--- config.mk ---
export PLATFORM = sky130hd
export DESIGN_NAME = shape_sfr_sequencer
export DESIGN_NICKNAME = d
export VERILOG_FILES = /design/src/rtl/shape_sfr_sequencer.sv
export SDC_FILE = /design/constraint.sdc
export NUM_CORES = 1
export LEC_CHECK = 0
export CORE_MARGIN = 2
export CORE_UTILIZATION = 30
export DETAILED_ROUTE_END_ITERATION = 8
export GPL_ROUTABILITY_DRIVEN = 0
export PLACE_DENSITY = 0.68
export SLEW_MARGIN = 15
export SYNTH_ARGS = -nofsm -noshare
export SYNTH_HDL_FRONTEND = slang
export SYNTH_SLANG_ARGS = --single-unit
--- constraint.sdc ---
create_clock -name clk -period 2.3 [get_ports clk]
set_input_delay 0.345 -clock clk [delete_from_list [all_inputs] [get_ports clk]]
set_output_delay 0.345 -clock clk [all_outputs]
set_load 0.005 [all_outputs]
--- src/rtl/shape_sfr_sequencer.sv ---
// Round-robin sequencer sharing one shape-processor SFR port among NUM_REQ requesters.
// Latency: req_ready at t, sp_write t+1, sp_read t+2, capture end of t+3, rsp_valid from t+4.
// Backpressure: response held stable while rsp_ready=0; no new grant until the handshake.
module shape_sfr_sequencer #(
  parameter int NUM_REQ = 4,
  parameter int CNT_W = 16,
  localparam int ID_W = $clog2(NUM_REQ)
) (
  input  logic                 clk,
  input  logic                 rst_n,
  input  logic [NUM_REQ-1:0]   req_valid,
  output logic [NUM_REQ-1:0]   req_ready,
  input  logic [2*NUM_REQ-1:0] req_shape,
  input  logic [5*NUM_REQ-1:0] req_op,
  output logic                 rsp_valid,
  input  logic                 rsp_ready,
  output logic [ID_W-1:0]      rsp_id,
  output logic                 rsp_accepted,
  output logic [1:0]           rsp_shape,
  output logic [4:0]           rsp_op,
  output logic                 sp_write,
  output logic [31:0]          sp_write_data,
  output logic                 sp_read,
  input  logic [31:0]          sp_read_data,
  output logic [CNT_W-1:0]     accept_cnt,
  output logic [CNT_W-1:0]     reject_cnt
);

  typedef enum logic [2:0] {IDLE, WRITE, READ, CAPTURE, RESP} state_t;

  state_t state, state_nx;

  logic [ID_W-1:0]    rr_ptr;
  logic [ID_W-1:0]    cur_id;
  logic [1:0]         cur_shape;
  logic [4:0]         cur_op;
  logic [1:0]         shadow_shape;
  logic [4:0]         shadow_op;

  logic               arb_vld;
  logic [ID_W-1:0]    arb_idx;
  logic [NUM_REQ-1:0] arb_onehot;
  logic               arb_en;
  logic               grant;
  logic               rsp_hs;
  int                 cand;

  logic [1:0]         cap_shape;
  logic [4:0]         cap_op;
  logic [1:0]         exp_shape;
  logic [4:0]         exp_op;
  logic               cap_match;
  logic [31:0]        wr_word;
  logic               unused_rd_bits;

  assign rsp_hs    = rsp_valid && rsp_ready;
  // Arbitrate while idle with no grant outstanding, or in the cycle the response retires,
  // so that the registered req_ready pulse lands in the first IDLE cycle.
  assign arb_en    = ((state == IDLE) && !(|req_ready)) || ((state == RESP) && rsp_hs);
  assign grant     = arb_en && arb_vld;

  assign cap_shape = sp_read_data[17:16];
  assign cap_op    = sp_read_data[4:0];
  assign exp_shape = (cur_shape == 2'b11)   ? shadow_shape : cur_shape;
  assign exp_op    = (cur_op == 5'b11111)   ? shadow_op    : cur_op;
  assign cap_match = (cap_shape == exp_shape) && (cap_op == exp_op);
  assign wr_word   = {14'b0, cur_shape, 11'b0, cur_op};

  assign unused_rd_bits = ^{sp_read_data[31:18], sp_read_data[15:5]};

  // Round-robin search starting one past the last granted requester.
  always_comb begin
    arb_vld    = 1'b0;
    arb_idx    = '0;
    arb_onehot = '0;
    cand       = 0;
    for (int k = 1; k <= NUM_REQ; k++) begin
      cand = int'(rr_ptr) + k;
      if (cand >= NUM_REQ) cand = cand - NUM_REQ;
      if (!arb_vld && req_valid[cand]) begin
        arb_vld = 1'b1;
        arb_idx = ID_W'(cand);
      end
    end
    for (int k = 0; k < NUM_REQ; k++) begin
      arb_onehot[k] = arb_vld && (int'(arb_idx) == k);
    end
  end

  // Next-state logic for the one-transaction-at-a-time sequence.
  always_comb begin
    state_nx = state;
    case (state)
      IDLE:    if (|req_ready) state_nx = WRITE;
      WRITE:   state_nx = READ;
      READ:    state_nx = CAPTURE;
      CAPTURE: state_nx = RESP;
      RESP:    if (rsp_hs) state_nx = IDLE;
      default: state_nx = IDLE;
    endcase
  end

  // State register.
  always_ff @(posedge clk or negedge rst_n) begin
    if (!rst_n) state <= IDLE;
    else        state <= state_nx;
  end

  // Grant pulse, request latch and round-robin pointer.
  always_ff @(posedge clk or negedge rst_n) begin
    if (!rst_n) begin
      req_ready <= '0;
      rr_ptr    <= ID_W'(NUM_REQ - 1);
      cur_id    <= '0;
      cur_shape <= '0;
      cur_op    <= '0;
    end else begin
      req_ready <= grant ? arb_onehot : '0;
      if (grant) begin
        rr_ptr    <= arb_idx;
        cur_id    <= arb_idx;
        cur_shape <= req_shape[2*arb_idx +: 2];
        cur_op    <= req_op[5*arb_idx +: 5];
      end
    end
  end

  // Shape-processor strobes, registered from the next state so they align with it.
  always_ff @(posedge clk or negedge rst_n) begin
    if (!rst_n) begin
      sp_write      <= 1'b0;
      sp_write_data <= '0;
      sp_read       <= 1'b0;
      rsp_valid     <= 1'b0;
    end else begin
      sp_write      <= (state_nx == WRITE);
      sp_write_data <= (state_nx == WRITE) ? wr_word : '0;
      sp_read       <= (state_nx == READ);
      rsp_valid     <= (state_nx == RESP);
    end
  end

  // Capture read-back, judge it against the expected value, track shadow and statistics.
  always_ff @(posedge clk or negedge rst_n) begin
    if (!rst_n) begin
      rsp_id       <= '0;
      rsp_accepted <= 1'b0;
      rsp_shape    <= '0;
      rsp_op       <= '0;
      shadow_shape <= 2'b01;
      shadow_op    <= 5'b00000;
      accept_cnt   <= '0;
      reject_cnt   <= '0;
    end else if (state == CAPTURE) begin
      rsp_id       <= cur_id;
      rsp_accepted <= cap_match;
      rsp_shape    <= cap_shape;
      rsp_op       <= cap_op;
      shadow_shape <= cap_shape;
      shadow_op    <= cap_op;
      if (cap_match) begin
        if (accept_cnt != {CNT_W{1'b1}}) accept_cnt <= accept_cnt + 1'b1;
      end else begin
        if (reject_cnt != {CNT_W{1'b1}}) reject_cnt <= reject_cnt + 1'b1;
      end
    end
  end

endmodule

After elaboration in Yosys (flattened, before gate mapping):

Cells that the tools add are included.

* flip-flop bits (word level): 83
* input port bits: 67
* output and inout port bits: 81
* logic and storage cells: 108

* add/sub/neg operators: 10
* multipliers: 1
* order comparisons: 8
* equal/unequal tests: 16
* shift-type cells: 2
* muxes and demuxes: 31
* bitwise logic cells: 1
* reduce and logical (&&, ||, !) cells: 22

Operator list (number)
* $lt A32 B4 Y1 const B: 4
* $mux W32: 4
* $add A16 B1 Y16 const B: 2
* $ne A16 B16 Y1 const B: 2
* $shiftx A20 B6 Y5: 1
* $mux W18: 1
* $pmux W3 S5: 1
* $logic_and A1 B1 Y1: 12
* $mux W1: 12
* $sub A3 B3 Y4 const B: 3
* $mux W2: 5
* $eq A3 B2 Y1 const B: 3
* $ge A3 B3 Y1 const B: 3
* $bmux W1 S2: 4
* $shiftx A8 B4 Y2: 1
* $add A2 B2 Y3 const B: 2
* $eq A2 B2 Y1 const B: 3
* $eq A3 B1 Y1 const B: 2
* $eq A3 B3 Y1 const B: 2
* $mux W3: 2
* $reduce_and A3 Y1: 2
* $eq A5 B5 Y1: 1
* $eq A5 B5 Y1 const B: 1
* $mul A3 B2 Y5 const A: 1
* other kinds (14): 17

Depth between registers and ports, before layout:

Gate-level depths: netlist of run 1.

* word-level depth: 19
* mapped depth: 9
* depth with buffers taken out: 8

Worst setup path after synthesis of run 1:

Ideal clock, no wire load.

* path kind: register to register
* from: reg reject_cnt[0]
* to: reg reject_cnt[1]
* library setup time: 0.127 ns
* data arrival time: 1.910 ns
* data required time: 2.173 ns
* slack: 0.263 ns
* stages on the path, launching flop included: 9
* cells stage by stage: dfrtp_1 > ha_1 > and3_1 > nand3_1 > nor2_1 > a31oi_1 > o21ai_2 > buf_6 > mux2_1

* cells in the longest elaborated chain, start to end: 2

Ends and longest elaborated chain
* start, declared: line 26 `output logic [CNT_W-1:0] reject_cnt`
* start signal, assigned: line 164 `if (reject_cnt != {CNT_W{1'b1}}) reject_cnt <= reject_cnt + 1'b1;`
* branches (longest 2 deep; another with $add A16 B1 Y16)

Several ways; the timed one is not identified.
A chain may end at the register's enable or synchronous reset.

==> impl_metrics.json, run 1 <==
{
  "status": "completed",
  "cp-end-kind": "register",
  "setup_viol_count_final": 0,
  "dr.pass1.iters": 4,
  "synthFlopType": "dfrtp_1",
  "maxSlewHeadroom_pct": 62.28,
  "avgSynthCellArea_um2": 9.879,
  "synth-seq-area-share_pct": 47.18,
  "grt_pass1_wl_mm": 14.75,
  "clk_pin_slew_worst_paths_ns": 0.06,
  "grt_pass1_vias": 3066,
  "wl_mm": 8.987,
  "fin_setup_tns_ns": 0,
  "r2r_cells": 7,
  "p_switching_mw": 1.803,
  "rsz0062_at_grt": "no",
  "worstPathArrival_ns": 2.37,
  "cts_tree": "built",
  "p_clk_share_pct": 27.2,
  "max_freq_mhz": 464.1,
  "ant_nets": 0,
  "placed_cell_area_um2": 5027,
  "p_per_area_nw_per_um2": 1018,
  "wl_met1_mm": 3.853,
  "worst-path-stages": 7,
  "met2_length_mm": 4.334,
  "fin_worst_skew_ns": 0.008687,
  "crit_slowest_cell": "dfrtp_1",
  "drt_iter0_drc": 144,
  "critical_path.startpoint": "rsp_shape[1]$_DFFE_PN0P_",
  "cts.sinks": 71,
  "insertion_delay_ns": 0.33,
  "hpwl_mm": 6.816,
  "crit_required_ns": 2.52,
  "worstReg2RegStart": "rsp_shape[1]$_DFFE_PN0P_",
  "synthArstFlopShare_pct": 100.0,
  "drv_cap": 0,
  "cts-htree-levels": 3,
  "path_cells": "nor3b_1, a21oi_1, o311ai_2, nand4_4, or2_4, nor2_2, mux2_1",
  "area_growth_pct": 42.37,
  "synth_cell_types": 55,
  "die_area_um2": 13490,
  "grt_max_degree": 72,
  "worst-path-buf-inv": 0,
  "combPwrFrac_pct": 36.9,
  "crit_family": "simple AND/OR/NAND/NOR gates",
  "startpoint_type": "register",
  "n_antenna_cell": 0,
  "vias": 3069,
  "cts_hold_buf": 0,
  "routed.top_layer": "met4",
  "regToRegSetupSlack_ns": 0.15,
  "cts_buffer_depth": 2,
  "die_y_um": 116.2,
  "synth_edf_count": 0,
  "post-route-min-period_ns": 2.155,
  "port_buffers": 97,
  "timing.final.crit_share_pct": 93.68,
  "route.detailed.drc": 0,
  "worst-setup-path-type": "register to register",
  "synthCells": 382,
  "max_stage_delay_ns": 0.44,
  "overflow": 0,
  "fill_cells": 1175,
  "final_area_um2": 5373,
  "numCtsBuffers": 9,
  "rows": 40,
  "internal-power_mw": 3.664,
  "gr-usage-all-layers_pct": 13.95,
  "wl_met3_um": 575,
  "core_area_um2": 12160,
  "switching_share_pct": 32.98,
  "synth_area_um2": 3774,
  "wire_per_inst_um": 13.24,
  "ys_ff_latch": 71,
  "endpoint": "accept_cnt[12]$_DFFE_PN0P_",
  "grt_antenna_before_repair": 0,
  "ir_drop_mv": 0.3591,
  "avgViaCountPerCell": 4.520,
  "r2r_end": "accept_cnt[12]$_DFFE_PN0P_",
  "ys_warn_count": 0,
  "worst_slew_pin_slew_ns": 0.5643,
  "finalMaxSlewViolations": 0,
  "pin_count": 148,
  "p_leak_nw": 2.434,
  "clockRootBuffer": "clkbuf_16",
  "start_util_pct": 31.03,
  "finalNetCount": 575,
  "holdCritPathClass": "input port to asynchronous set/reset pin",
  "drive_gt1_share_pct": 16.44,
  "timing_hold_violations_final": 0,
  "path_max_fanout": 6,
  "seqPwrFrac_pct": 35.9,
  "die_x_um": 116.2
}
cell usage in the layout (no fill, tap or decap), drive strengths merged, types with 3 or more instances in the layout:
cell type      instances
xnor2                 16
a211oi                 3
clkinv                 4
o21ai                 22
nor3                  13
a21oi                  8
mux2i                  9
nor4                   4
dfstp                  3
and3                   7
clkdlybuf4s50         95
nor3b                  4
mux2                  11
nor2                  21
clkbuf                10
nand4                  8
and2                   9
nand2b                 4
nand2                 66
a31oi                  3
buf                   30
o311a                  3
xor2                  14
dfrtp                 68
nor2b                  7
nand3                 16
inv                   10
conb                  25
or4                    3
registers in the layout, indices dropped and copies added, names as in the netlist, 2 cells and up:
| signal | flops |
|---|---|
| shadow_op | 5 |
| cur_id | 2 |
| req_ready | 4 |
| cur_shape | 2 |
| rr_ptr | 2 |
| sp_write_data | 7 |
| rsp_shape | 2 |
| reject_cnt | 16 |
| cur_op | 5 |
| accept_cnt | 16 |
| state | 3 |
| rsp_id | 2 |
kinds of logic (layout without fill, tap and decap cells):
group	after synthesis	after routing	synth area share, %
flops	71	71	47.18
xor+xnor	30	30	6.963
buf+inv	47	152	8.090
simple gates	169	169	23.74
fa+ha+maj	2	2	0.6630
compound gates	42	42	7.493
mux	20	20	5.769
other cells	1	25	0.09937
area by class of cell:
class,instances,area [um^2],share of cell area [%]
Multi-Input combinational cell,288,1795,33.42
Tap cell,168,210.2,3.912
Timing Repair Buffer,126,1224,22.78
Sequential cell,71,1783,33.19
Inverter,10,37.54,0.6986
Clock inverter,6,83.83,1.560
Clock buffer,10,239.0,4.448
synthesized netlist by cell type (all sizes together), types with 3 or more instances:
| cell type | number | area, um^2 |
|---|---|---|
| dfrtp | 68 | 1702 |
| nand2 | 66 | 247.7 |
| buf | 32 | 249.0 |
| o21ai | 22 | 113.9 |
| nor2 | 21 | 88.84 |
| nand3 | 16 | 90.09 |
| xnor2 | 16 | 140.1 |
| xor2 | 14 | 122.6 |
| nor3 | 13 | 80.08 |
| mux2 | 11 | 127.6 |
| inv | 10 | 37.53 |
| and2 | 9 | 56.30 |
| mux2i | 9 | 90.09 |
| a21oi | 8 | 40.04 |
| nand4 | 8 | 71.32 |
| and3 | 7 | 43.79 |
| nor2b | 7 | 43.79 |
| clkbuf | 5 | 18.77 |
| nand2b | 4 | 25.02 |
| nor3b | 4 | 30.03 |
| nor4 | 4 | 31.28 |
| a211oi | 3 | 32.53 |
| a31oi | 3 | 25.02 |
| dfstp | 3 | 78.83 |
| o311a | 3 | 31.28 |
| or4 | 3 | 30.03 |
worst min path at each step:
stage / startpoint / to / slack (ns) / cells after the start
2_1_floorplan: rst_n / accept_cnt[0]$_DFFE_PN0P_ / 0.05 / 0
3_3_place_gp: rst_n / req_ready[2]$_DFF_PN0_ / 0.41 / 2
3_5_place_dp: rst_n / req_ready[2]$_DFF_PN0_ / 0.41 / 2
4_1_cts: rst_n / req_ready[2]$_DFF_PN0_ / 0.05 / 2
5_1_grt: rst_n / req_ready[2]$_DFF_PN0_ / 0.06 / 2
6_report: rst_n / req_ready[2]$_DFF_PN0_ / 0.02 / 2
power groups by stage:
stage / Combinational (mW) / Clock, mW / Sequential [mW]
final: 2.02 / 1.48 / 1.96
after global routing: 2.25 / 1.59 / 2.03
after CTS: 2.05 / 1.52 / 1.96
after detailed placement: 2.04 / 0 / 1.98
after global placement: 1.99 / 0 / 1.95
after floorplan: 1.25 / 0 / 1.88
stage by stage:
step | total power [mW] | hold slack, ns | instances | util, % | worst slack, ns
after floorplan | 3.124 | 0.04941 | 406 | - | 0.2627
after global placement | 3.947 | 0.4070 | 663 | 41.34 | -0.2031
after detailed placement | 4.016 | 0.4087 | 663 | 41.34 | -0.2546
after CTS | 5.530 | 0.05087 | 679 | 43.99 | 0.09393
after global routing | 5.870 | 0.06297 | 679 | 44.18 | 0.006416
final | 5.467 | 0.02087 | 679 | 44.18 | 0.1454
what timing repair did:
action / in CTS / in global routing
setup endpoints to repair: 0 / 4
hold endpoints to repair: 0 / 0
gates resized for setup: 0 / 5
setup buffers: 0 / 0
routing by layer:
| metal | global-route usage (%) | vias to the layer above |
|---|---|---|
| met5 | 0 | - |
| met4 | 5.476 | 0 |
| met3 | 3.788 | 18 |
| met2 | 22.42 | 96 |
| met1 | 18.02 | 1459 |
| li1 | - | 1496 |
Note: power is estimated with default switching activity, not from simulation.
==> inputs of run 2 (changes only) <==
--- a/config.mk
+++ b/config.mk
@@ -5,11 +5,15 @@
 export SDC_FILE = /design/constraint.sdc
 export NUM_CORES = 1
 export LEC_CHECK = 0
+export CELL_PAD_IN_SITES_DETAIL_PLACEMENT = 1
+export CELL_PAD_IN_SITES_GLOBAL_PLACEMENT = 1
+export CORE_ASPECT_RATIO = 1.1
 export CORE_MARGIN = 2
 export CORE_UTILIZATION = 30
 export DETAILED_ROUTE_END_ITERATION = 8
 export GPL_ROUTABILITY_DRIVEN = 0
-export PLACE_DENSITY = 0.68
+export PLACE_DENSITY = 0.84
+export REMOVE_ABC_BUFFERS = 1
 export SLEW_MARGIN = 15
 export SYNTH_ARGS = -nofsm -noshare
 export SYNTH_HDL_FRONTEND = slang
==> run 2 against run 1 <==
Effect of this change:
- global-route usage increased by 1.6 points
- non-clock buffer count grew 7
- combinational power up 8%
- via count is 4.1% higher
- first-iteration DRC count stayed put
- clock power grew 7%
- register-to-register slack got worse by 0.05 ns
- flip-flop and latch count unchanged
- count of clock-buffer cells in the layout increased by 4
- routed wire length up 17%
- critical endpoint is now reject_cnt[4]$_DFFE_PN0P_
- largest cell class unchanged
==> impl_metrics.json, run 2 (synthesis gave the netlist of run 1 again) <==
{
  "startpoint_type": "register",
  "cp-end-kind": "register",
  "top_regs": "accept_cnt (16), reject_cnt (16), sp_write_data (7)",
  "fill_cells": 1387,
  "ir_drop_mv": 0.4553,
  "crit_slowest_cell": "dfrtp_1",
  "ant_nets": 0,
  "clk_pin_slew_worst_paths_ns": 0.06,
  "grt_max_degree": 72,
  "worst-path-buf-inv": 2,
  "crit_family": "compound AO/OA/AOI/OAI gates",
  "wire_per_inst_um": 15.58,
  "vias": 3196,
  "timing.final.crit_share_pct": 95.65,
  "avgViaCountPerCell": 4.756,
  "drt_iter0_drc": 144,
  "crit_required_ns": 2.52,
  "dr.pass1.iters": 6,
  "power_mw": 5.700,
  "finalNetCount": 582,
  "p_leak_nw": 2.476,
  "fin_worst_skew_ns": 0.005687,
  "grt_pass1_wl_mm": 16.64,
  "final_area_um2": 5410,
  "status": "completed",
  "drive_gt1_share_pct": 17.18,
  "layout_commonest_cell": "clkdlybuf4s50_1",
  "cts.sinks": 71,
  "wl_mm": 10.47,
  "die_x_um": 110.9,
  "holdCritPathClass": "input port to asynchronous set/reset pin",
  "cts_buffer_depth": 2,
  "grt_antenna_before_repair": 0,
  "area_growth_pct": 43.37,
  "timing_hold_violations_final": 0,
  "worst-setup-path-type": "register to register",
  "die_y_um": 121.6,
  "hpwl_mm": 7.719,
  "maxSlewHeadroom_pct": 34.35,
  "p_per_area_nw_per_um2": 1054,
  "cts_tree": "built",
  "rows": 42,
  "cts-htree-levels": 3,
  "max_stage_delay_ns": 0.48,
  "worst_slew_pin_slew_ns": 0.9710,
  "gr-usage-all-layers_pct": 15.53,
  "finalMaxSlewViolations": 0,
  "drv_cap": 0,
  "port_buffers": 97,
  "insertion_delay_ns": 0.33,
  "die_area_um2": 13490,
  "regArea_um2": 1782,
  "numCtsBuffers": 9,
  "n_antenna_cell": 0,
  "worstPathArrival_ns": 2.42,
  "overflow": 0,
  "clockRootBuffer": "clkbuf_16",
  "core_area_um2": 12140,
  "pin_count": 148,
  "path_max_fanout": 6,
  "setup_viol_count_final": 0,
  "final_cell_mix": "clkdlybuf4s50_1 (95), dfrtp_1 (67), nand2_1 (66), buf_4 (33), conb_1 (25)",
  "grt_pass1_vias": 3393,
  "route.detailed.drc": 0,
  "path_cells": "inv_2, o311a_1, a31oi_2, nand4_4, or2_4, buf_4, and3_1, xor2_1",
  "max_freq_mhz": 454.6,
  "multi_input_area_um2": 1793,
  "cts_hold_buf": 0,
  "start_util_pct": 31.09,
  "placed_cell_area_um2": 5035,
  "post-route-min-period_ns": 2.200
}
==> run 2: cell count changes in the layout (fill, tap and decap cells not counted) <==
cell      before  now
dfrtp_2        2    1
mux2i_1        9    8
dfrtp_1       66   67
nor4b_1        0    1
clkinv_4       1    0
clkinv_2       3    0
buf_2          1    2
nor4b_2        1    0
clkbuf_8       1    4
buf_12         3    2
mux2i_2        0    1
buf_4         26   33
clkbuf_1       0    1
==> run 2: worst paths after layout <==
kind,end,startpoint,slack (ns),cells past startpoint
max in group asynchronous,shadow_shape[0]$_DFFE_PN1P_,rst_n,1.91,2
hold / removal,accept_cnt[11]$_DFFE_PN0P_,rst_n,0.03,2
setup reg to reg,reject_cnt[4]$_DFFE_PN0P_,cur_op[1]$_DFFE_PN0P_,0.10,8
min in group clk,rsp_shape[1]$_DFFE_PN0P_,sp_read_data[17],0.36,3
setup / recovery,reject_cnt[4]$_DFFE_PN0P_,cur_op[1]$_DFFE_PN0P_,0.10,8
hold reg to reg,rsp_id[1]$_DFFE_PN0P_,cur_id[1]$_DFFE_PN0P_,0.48,2
==> run 2: layer usage <==
| metal | share of wire, % | up-vias | track usage, % | routed length [um] |
|---|---|---|---|---|
| li1 | - | 1510 | - | - |
| met1 | 41 | 1564 | 17.82 | 4306 |
| met2 | 51 | 106 | 28.45 | 5377 |
| met3 | 5.7 | 16 | 3.035 | 597 |
| met4 | 1.8 | 0 | 6.406 | 187 |
| met5 | 0 | - | 0 | 0 |
==> run 2: area by class of cell <==
| class | instances | area share (%) |
|---|---|---|
| tap | 154 | 3.562 |
| inverter | 10 | 0.6938 |
| sequential | 71 | 32.93 |
| timing repair buffer | 133 | 23.31 |
| clock buffer | 14 | 5.250 |
| multi-input combinational | 288 | 33.14 |
| clock inverter | 2 | 1.110 |
==> run 2: metrics by stage <==
step | setup TNS [ns] | hold WS (ns) | worst slack (ns) | instances | util, %
2_1_floorplan | -0.08766 | 0.04941 | -0.01252 | 369 | -
3_3_place_gp | -3.590 | 0.3999 | -0.2047 | 654 | 41.48
3_5_place_dp | -7.424 | 0.4053 | -0.3103 | 654 | 41.48
4_1_cts | 0 | 0.04997 | 0.008893 | 670 | 44.31
5_1_grt | -0.003270 | 0.06811 | -0.003270 | 672 | 44.57
6_report | 0 | 0.03381 | 0.1001 | 672 | 44.57
==> run 2: power breakdown <==
part | switching [mW] | leakage [nW] | internal, mW
clock network | 0.509 | 0.169 | 1.07
logic | 1.03 | 1.38 | 1.14
registers | 0.336 | 0.925 | 1.61
==> run 2: timing repair <==
item / CTS / global route
setup buffers: 0 / 2
setup endpoints to repair: 0 / 26
gates resized for setup: 0 / 5
